$ cat config.mk
export PLATFORM = sky130hd
export DESIGN_NAME = ps2_host_tx
export DESIGN_NICKNAME = d
export VERILOG_FILES = /design/src/rtl/ps2_defs.sv /design/src/rtl/ps2_line_filter.sv /design/src/rtl/ps2_host_tx.sv
export SDC_FILE = /design/constraint.sdc
export NUM_CORES = 1
export LEC_CHECK = 0
export ABC_AREA = 1
export CORE_MARGIN = 3
export CORE_UTILIZATION = 56
export CTS_BUF_LIST = sky130_fd_sc_hd__clkbuf_2
export CTS_CLUSTER_SIZE = 12
export DETAILED_ROUTE_END_ITERATION = 6
export GPL_TIMING_DRIVEN = 0
export PLACE_DENSITY = 0.79
export SLEW_MARGIN = 40
export SYNTH_ARGS = -nofsm -noshare
export SYNTH_HDL_FRONTEND = slang
export SYNTH_HIERARCHICAL = 1
export SYNTH_SLANG_ARGS = --single-unit
$ cat constraint.sdc
create_clock -name i_clock -period 1.75 [get_ports i_clock]
set_input_delay 0.35 -clock i_clock [delete_from_list [all_inputs] [get_ports i_clock]]
set_output_delay 0.35 -clock i_clock [all_outputs]
set_load 0.05 [all_outputs]
$ cat src/rtl/ps2_defs.sv
// Shared PS/2 definitions: FSM state encodings, frame length, command codes
// and small helpers used by the host transmitter and the keyboard receiver.
package ps2_defs;

  typedef logic [2:0] state_t;

  localparam state_t ST_IDLE      = 3'd0;
  localparam state_t ST_INHIBIT   = 3'd1;
  localparam state_t ST_REQ       = 3'd2;
  localparam state_t ST_XFER      = 3'd3;
  localparam state_t ST_WAIT_IDLE = 3'd4;

  localparam int unsigned PS2_FRAME_EDGES = 11;

  localparam logic [7:0] CMD_SET_LEDS = 8'hED;
  localparam logic [7:0] CMD_RESET    = 8'hFF;
  localparam logic [7:0] CMD_ENABLE   = 8'hF4;
  localparam logic [7:0] RSP_ACK      = 8'hFA;

  // PS/2 uses odd parity: the bit makes the total count of ones odd.
  function automatic logic odd_parity(input logic [7:0] data);
    return ~^data;
  endfunction

  function automatic int unsigned max2(input int unsigned a, input int unsigned b);
    return (a > b) ? a : b;
  endfunction

endpackage

$ cat src/rtl/ps2_line_filter.sv
// PS/2 line conditioner: 2-flop synchroniser, FILTER_LEN-sample glitch filter
// and registered fall/rise strobes of the filtered level.
module ps2_line_filter #(
  parameter int unsigned FILTER_LEN = 8
) (
  input  logic i_clk,
  input  logic i_rst,
  input  logic i_line,
  output logic o_sync,
  output logic o_level,
  output logic o_fall,
  output logic o_rise
);

  logic                  r_meta;
  logic                  r_sync;
  logic [FILTER_LEN-1:0] r_hist;
  logic                  r_level;
  logic                  r_fall;
  logic                  r_rise;
  logic                  w_all0;
  logic                  w_all1;

  assign w_all0 = (r_hist == {FILTER_LEN{1'b0}});
  assign w_all1 = (r_hist == {FILTER_LEN{1'b1}});

  // Idle bus level is high, so everything resets to 1 and no strobe fires at reset release.
  always_ff @(posedge i_clk or posedge i_rst) begin
    if (i_rst) begin
      r_meta  <= 1'b1;
      r_sync  <= 1'b1;
      r_hist  <= {FILTER_LEN{1'b1}};
      r_level <= 1'b1;
      r_fall  <= 1'b0;
      r_rise  <= 1'b0;
    end else begin
      r_meta  <= i_line;
      r_sync  <= r_meta;
      r_hist  <= {r_hist[FILTER_LEN-2:0], r_sync};
      r_level <= w_all1 ? 1'b1 : (w_all0 ? 1'b0 : r_level);
      r_fall  <= r_level & w_all0;
      r_rise  <= ~r_level & w_all1;
    end
  end

  assign o_sync  = r_sync;
  assign o_level = r_level;
  assign o_fall  = r_fall;
  assign o_rise  = r_rise;

endmodule

$ cat src/rtl/ps2_host_tx.sv
// Host-to-device PS/2 transmitter: inhibits the bus, issues a request-to-send,
// shifts out one command byte on device clock falls and checks the device ACK.
module ps2_host_tx
  import ps2_defs::*;
#(
  parameter int unsigned INHIBIT_CYCLES = 5000,
  parameter int unsigned SETUP_CYCLES   = 50,
  parameter int unsigned TIMEOUT_START  = 750000,
  parameter int unsigned TIMEOUT_FRAME  = 100000,
  parameter int unsigned FILTER_LEN     = 8
) (
  input  logic       i_clock,
  input  logic       i_reset,
  input  logic       i_send_valid,
  input  logic [7:0] i_send_data,
  output logic       o_ready,
  output logic       o_busy,
  output logic       o_done,
  output logic       o_ack_err,
  output logic       o_timeout,
  input  logic       i_ps2_clk_in,
  input  logic       i_ps2_dat_in,
  output logic       o_ps2_clk_oe,
  output logic       o_ps2_dat_oe
);

  localparam int unsigned CNT_MAX = max2(max2(INHIBIT_CYCLES, SETUP_CYCLES),
                                         max2(TIMEOUT_START, TIMEOUT_FRAME));
  localparam int unsigned CNT_W   = $clog2(CNT_MAX + 1);
  typedef logic [CNT_W-1:0] cnt_t;

  localparam cnt_t       INHIBIT_LAST = cnt_t'(INHIBIT_CYCLES - 1);
  localparam cnt_t       SETUP_LAST   = cnt_t'(SETUP_CYCLES - 1);
  localparam cnt_t       START_LAST   = cnt_t'(TIMEOUT_START - 1);
  localparam cnt_t       FRAME_LAST   = cnt_t'(TIMEOUT_FRAME - 1);
  localparam logic [3:0] LAST_EDGE    = 4'(PS2_FRAME_EDGES - 1);

  state_t     r_state;
  cnt_t       r_cnt;
  logic [3:0] r_edge_cnt;
  logic [8:0] r_frame;
  logic       r_ack_lat;
  logic       r_dat_meta;
  logic       r_dat_sync;
  logic       r_clk_oe;
  logic       r_dat_oe;
  logic       r_ready;
  logic       r_busy;
  logic       r_done;
  logic       r_ack_err;
  logic       r_timeout;

  state_t     w_state_nxt;
  logic       w_timeout;
  logic       w_done;
  logic       w_clk_oe_nxt;
  logic       w_dat_oe_nxt;
  logic       w_xfer_expired;
  logic [3:0] w_edge_inc;
  logic       w_clk_sync;
  logic       w_clk_level;
  logic       w_fall;
  logic       w_clk_rise;
  logic       w_unused;

  ps2_line_filter #(.FILTER_LEN(FILTER_LEN)) u_clk_filter (
    .i_clk   (i_clock),
    .i_rst   (i_reset),
    .i_line  (i_ps2_clk_in),
    .o_sync  (w_clk_sync),
    .o_level (w_clk_level),
    .o_fall  (w_fall),
    .o_rise  (w_clk_rise)
  );

  assign w_unused   = w_clk_sync ^ w_clk_rise;
  assign w_edge_inc = r_edge_cnt + 4'd1;
  // Before the first fall the device gets the long start window; afterwards the frame window.
  assign w_xfer_expired = (r_edge_cnt == 4'd0) ? (r_cnt == START_LAST) : (r_cnt == FRAME_LAST);

  always_comb begin
    w_state_nxt = r_state;
    w_timeout   = 1'b0;
    w_done      = 1'b0;
    case (r_state)
      ST_IDLE: begin
        if (i_send_valid) w_state_nxt = ST_INHIBIT;
        else              w_state_nxt = ST_IDLE;
      end
      ST_INHIBIT: begin
        if (r_cnt == INHIBIT_LAST) w_state_nxt = ST_REQ;
        else                       w_state_nxt = ST_INHIBIT;
      end
      ST_REQ: begin
        if (r_cnt == SETUP_LAST) w_state_nxt = ST_XFER;
        else                     w_state_nxt = ST_REQ;
      end
      ST_XFER: begin
        if (w_fall) begin
          if (r_edge_cnt == LAST_EDGE) w_state_nxt = ST_WAIT_IDLE;
          else                         w_state_nxt = ST_XFER;
        end else if (w_xfer_expired) begin
          w_state_nxt = ST_IDLE;
          w_timeout   = 1'b1;
        end else begin
          w_state_nxt = ST_XFER;
        end
      end
      ST_WAIT_IDLE: begin
        if (w_clk_level && r_dat_sync) begin
          w_state_nxt = ST_IDLE;
          w_done      = 1'b1;
        end else if (r_cnt == FRAME_LAST) begin
          w_state_nxt = ST_IDLE;
          w_timeout   = 1'b1;
        end else begin
          w_state_nxt = ST_WAIT_IDLE;
        end
      end
      default: w_state_nxt = ST_IDLE;
    endcase
  end

  // Line drives are decoded from the next state so the registered pins line up with r_state.
  always_comb begin
    w_clk_oe_nxt = 1'b0;
    w_dat_oe_nxt = 1'b0;
    case (w_state_nxt)
      ST_INHIBIT: w_clk_oe_nxt = 1'b1;
      ST_REQ: begin
        w_clk_oe_nxt = 1'b1;
        w_dat_oe_nxt = 1'b1;
      end
      ST_XFER: begin
        if (r_state != ST_XFER)               w_dat_oe_nxt = 1'b1;
        else if (w_fall && w_edge_inc <= 4'd9) w_dat_oe_nxt = ~r_frame[w_edge_inc - 4'd1];
        else if (w_fall)                       w_dat_oe_nxt = 1'b0;
        else                                   w_dat_oe_nxt = r_dat_oe;
      end
      default: begin
        w_clk_oe_nxt = 1'b0;
        w_dat_oe_nxt = 1'b0;
      end
    endcase
  end

  always_ff @(posedge i_clock or posedge i_reset) begin
    if (i_reset) begin
      r_state    <= ST_IDLE;
      r_cnt      <= '0;
      r_edge_cnt <= 4'd0;
      r_frame    <= 9'd0;
      r_ack_lat  <= 1'b0;
      r_dat_meta <= 1'b1;
      r_dat_sync <= 1'b1;
      r_clk_oe   <= 1'b0;
      r_dat_oe   <= 1'b0;
      r_ready    <= 1'b1;
      r_busy     <= 1'b0;
      r_done     <= 1'b0;
      r_ack_err  <= 1'b0;
      r_timeout  <= 1'b0;
    end else begin
      r_state    <= w_state_nxt;
      r_dat_meta <= i_ps2_dat_in;
      r_dat_sync <= r_dat_meta;
      if (w_state_nxt != r_state || w_state_nxt == ST_IDLE) r_cnt <= '0;
      else if (r_state == ST_XFER && w_fall && r_edge_cnt == 4'd0) r_cnt <= '0;
      else r_cnt <= r_cnt + cnt_t'(1);
      if (r_state != ST_XFER) r_edge_cnt <= 4'd0;
      else if (w_fall)        r_edge_cnt <= w_edge_inc;
      if (r_state == ST_IDLE && i_send_valid) r_frame <= {odd_parity(i_send_data), i_send_data};
      if (r_state == ST_XFER && w_fall && r_edge_cnt == LAST_EDGE) r_ack_lat <= r_dat_sync;
      r_clk_oe   <= w_clk_oe_nxt;
      r_dat_oe   <= w_dat_oe_nxt;
      r_ready    <= (w_state_nxt == ST_IDLE);
      r_busy     <= (w_state_nxt != ST_IDLE);
      r_done     <= w_done;
      r_ack_err  <= w_done & r_ack_lat;
      r_timeout  <= w_timeout;
    end
  end

  assign o_ready      = r_ready;
  assign o_busy       = r_busy;
  assign o_done       = r_done;
  assign o_ack_err    = r_ack_err;
  assign o_timeout    = r_timeout;
  assign o_ps2_clk_oe = r_clk_oe;
  assign o_ps2_dat_oe = r_dat_oe;

endmodule

==> qor.txt <==
Mapped Cells - 387
final worst path period need - 2.004 ns
die area - 6800 um^2
Gate power share - 4.2%
first-pass GRT wire length - 12,760 um
CTS tree - built
core area - 5574 um^2
Critical Path End Type - flip-flop
# setup viols final - 21
met2 wire length - 4155 um
Leakage - 1.896 nW
max-cap violation count - 0
later-pin clock latency in the skew report - 0.52 ns
Worst EP arrival - 2.46 ns
Finished Layout Cells - 520
Die H - 82.47 um
via/cell ratio - 5.706
PwrDens - 564.8 nW/um^2
delay-heaviest family, CP - simple AND/OR/NAND/NOR gates
largest net degree at the start of global routing - 30
Ys Warns - 6
post-route ant nets - 0
Peak VDD IR - 0.6406 mV
met3 WL post-DR - 536 um
initial antenna violation count - 0
most common cell after layout, fill and taps aside - nand2_1
drt first pass iters - 5
Internal - 1.764 mW
switching part of the total - 26.17%
Layout area overhead - 29.19%
Iter 0 DRT Violations - 242
Buf+Inv Stages, Crit Path - 3
RSZ-0062 raised after global routing - true
Final Max Slew Viols - 0
CTS root buf - clkbuf_2
n_diodes - 0
critical path required time - 2.20 ns
H-tree levels - 3
placer congestion estimate - 0.9496
clock tree buffer depth - 2
Flop pwr share - 57.9%
final core area utilization - 75.89%
vias in the first global route - 2,837
total global-route track usage - 25.09%
clk slew on worst S/H paths - 0.19 ns
clk sinks - 58
Post-route DRC - 0
DR vias - 2,967
# IOs - 20
final-layout fill cell count - 366
Initial Utilization - 58.74%
Die Wd - 82.47 um
CP peak stage delay - 0.47 ns
violated checks - setup timing
Max Clk Rate - 499.1 MHz
Setup WS post-layout - -0.2537 ns
outcome - finished with violations
CP max-delay cell - dfrtp_1
FP Rows - 27
HP Class - in2async
Clock Power Share - 37.9%
grt total ovfl - 0
Psw - 0.6253 mW
dpl cells - 479
max_slew headroom - 65.31%
Post-Syn Area per Cell - 8.461 um^2
detailed placer's ending HPWL - 5169 um
post-DR wirelength/cell - 15.63 um
layout cells sized above 1 - 41.07%
Worst Setup Start Kind - flip-flop
final net count - 461
I/O Buffers - 19
most frequent cells in the layout - nand2_1, dfrtp_1, inv_1
top routing layer in use - met4
Slew @ Worst Pin - 0.5204 ns
critical path class - reg2reg
Max Clock Skew - 0.02026 ns
final-report hold violation count - 0
syn_nets - 405
Cell Area, Synth - 3274 um^2
CP Cell Sequence - inv_1 > ha_4 > nand4_1 > nor2_1 > nand3_1 > nand2_1 > nor2_2 > buf_6 > nand2_4 > nand2_2 > nand2_2 > nand2_4 > clkbuf_16 > nor3_2
Num CTS Buffers - 9
wl on met1 - 3184 um
final period utilization - 114.5%
critical path fanouts, max - 5
DRT Wirelength - 8125 um
power by group through the flow:
stage	sequential, mW	combinational, mW	clock, mW
after floorplan	1.40	0.0544	0
after global placement	1.41	0.0939	0
after detailed placement	1.41	0.104	0
after CTS	1.38	0.104	0.921
after global routing	1.39	0.113	0.982
final	1.38	0.101	0.905
worst reg2reg max path: stages (launching register included):
cell and delay, ns:
dfrtp_1 0.47, inv_1 0.11, ha_4 0.12, nand4_1 0.10
nor2_1 0.16, nand3_1 0.12, nand2_1 0.09, nor2_2 0.05
buf_6 0.12, nand2_4 0.06, nand2_2 0.06, nand2_2 0.08
nand2_4 0.11, clkbuf_16 0.19, nor3_2 0.10
sequential cells by signal, indices dropped and copies added (netlist names):
signal,cells
o_done,1
o_ps2_dat_oe,1
r_ack_lat,1
o_timeout,1
r_frame,9
r_edge_cnt,4
u_clk_filter/o_fall,1
r_dat_sync,1
u_clk_filter/r_meta,1
r_dat_meta,1
o_busy,1
u_clk_filter/r_hist,8
o_ps2_clk_oe,1
u_clk_filter/o_level,1
o_ready,1
o_ack_err,1
r_state,3
r_cnt,20
u_clk_filter/o_sync,1
per-stage QoR:
stage	power, mW	setup WS [ns]	instance area (um^2)	setup TNS, ns	hold WS [ns]
global placement	1.499	-0.6006	3566	-31.86	0.3468
floorplan	1.457	0.005494	3286	0	0.2068
global route	2.482	-0.3582	4230	-6.765	0.1126
CTS	2.408	-0.1565	3949	-2.879	0.1010
finish	2.389	-0.2537	4230	-4.754	0.1210
detailed placement	1.510	-0.3797	3588	-6.861	0.3510
area by class of cell:
| cell class | count | area [um^2] | share of cell area [%] |
|---|---|---|---|
| Timing Repair Buffer | 45 | 427.9 | 10.12 |
| Tap cell | 72 | 90.09 | 2.130 |
| Sequential cell | 58 | 1478 | 34.93 |
| Inverter | 51 | 202.7 | 4.791 |
| Buffer | 9 | 100.1 | 2.366 |
| Clock inverter | 7 | 76.32 | 1.804 |
| Multi-Input combinational cell | 269 | 1810 | 42.80 |
| Clock buffer | 9 | 45.04 | 1.065 |
metal layers:
| layer | GRT usage [%] | vias up |
|---|---|---|
| met3 | 5.857 | 31 |
| met1 | 30.15 | 1409 |
| met5 | 0 | - |
| met2 | 41.91 | 138 |
| li1 | - | 1389 |
| met4 | 12.62 | 0 |
worst paths after layout:
path	to	cells after the start	slack, ns	startpoint
setup / recovery	r_cnt[8]$_DFF_PP0_	14	-0.25	r_cnt[1]$_DFF_PP0_
hold / removal	r_frame[8]$_DFFE_PP0P_	2	0.12	i_reset
setup reg to reg	r_cnt[8]$_DFF_PP0_	14	-0.25	r_cnt[1]$_DFF_PP0_
hold reg to reg	u_clk_filter/r_hist[0]$_DFF_PP1_	0	0.37	u_clk_filter/o_sync$_DFF_PP1_
max in group asynchronous	r_dat_sync$_DFF_PP1_	3	1.13	i_reset
min in group i_clock	u_clk_filter/r_meta$_DFF_PP1_	1	0.23	i_ps2_clk_in
timing repair:
action                                  4_1_cts  5_1_grt
cloned                                        1        1
resized for setup                            57       56
endpoints found under the setup margin       29       28
pin swaps                                     1       18
hold buffers                                  0        0
setup buffers                                10       13
Power figures use the tool's default switching activity.
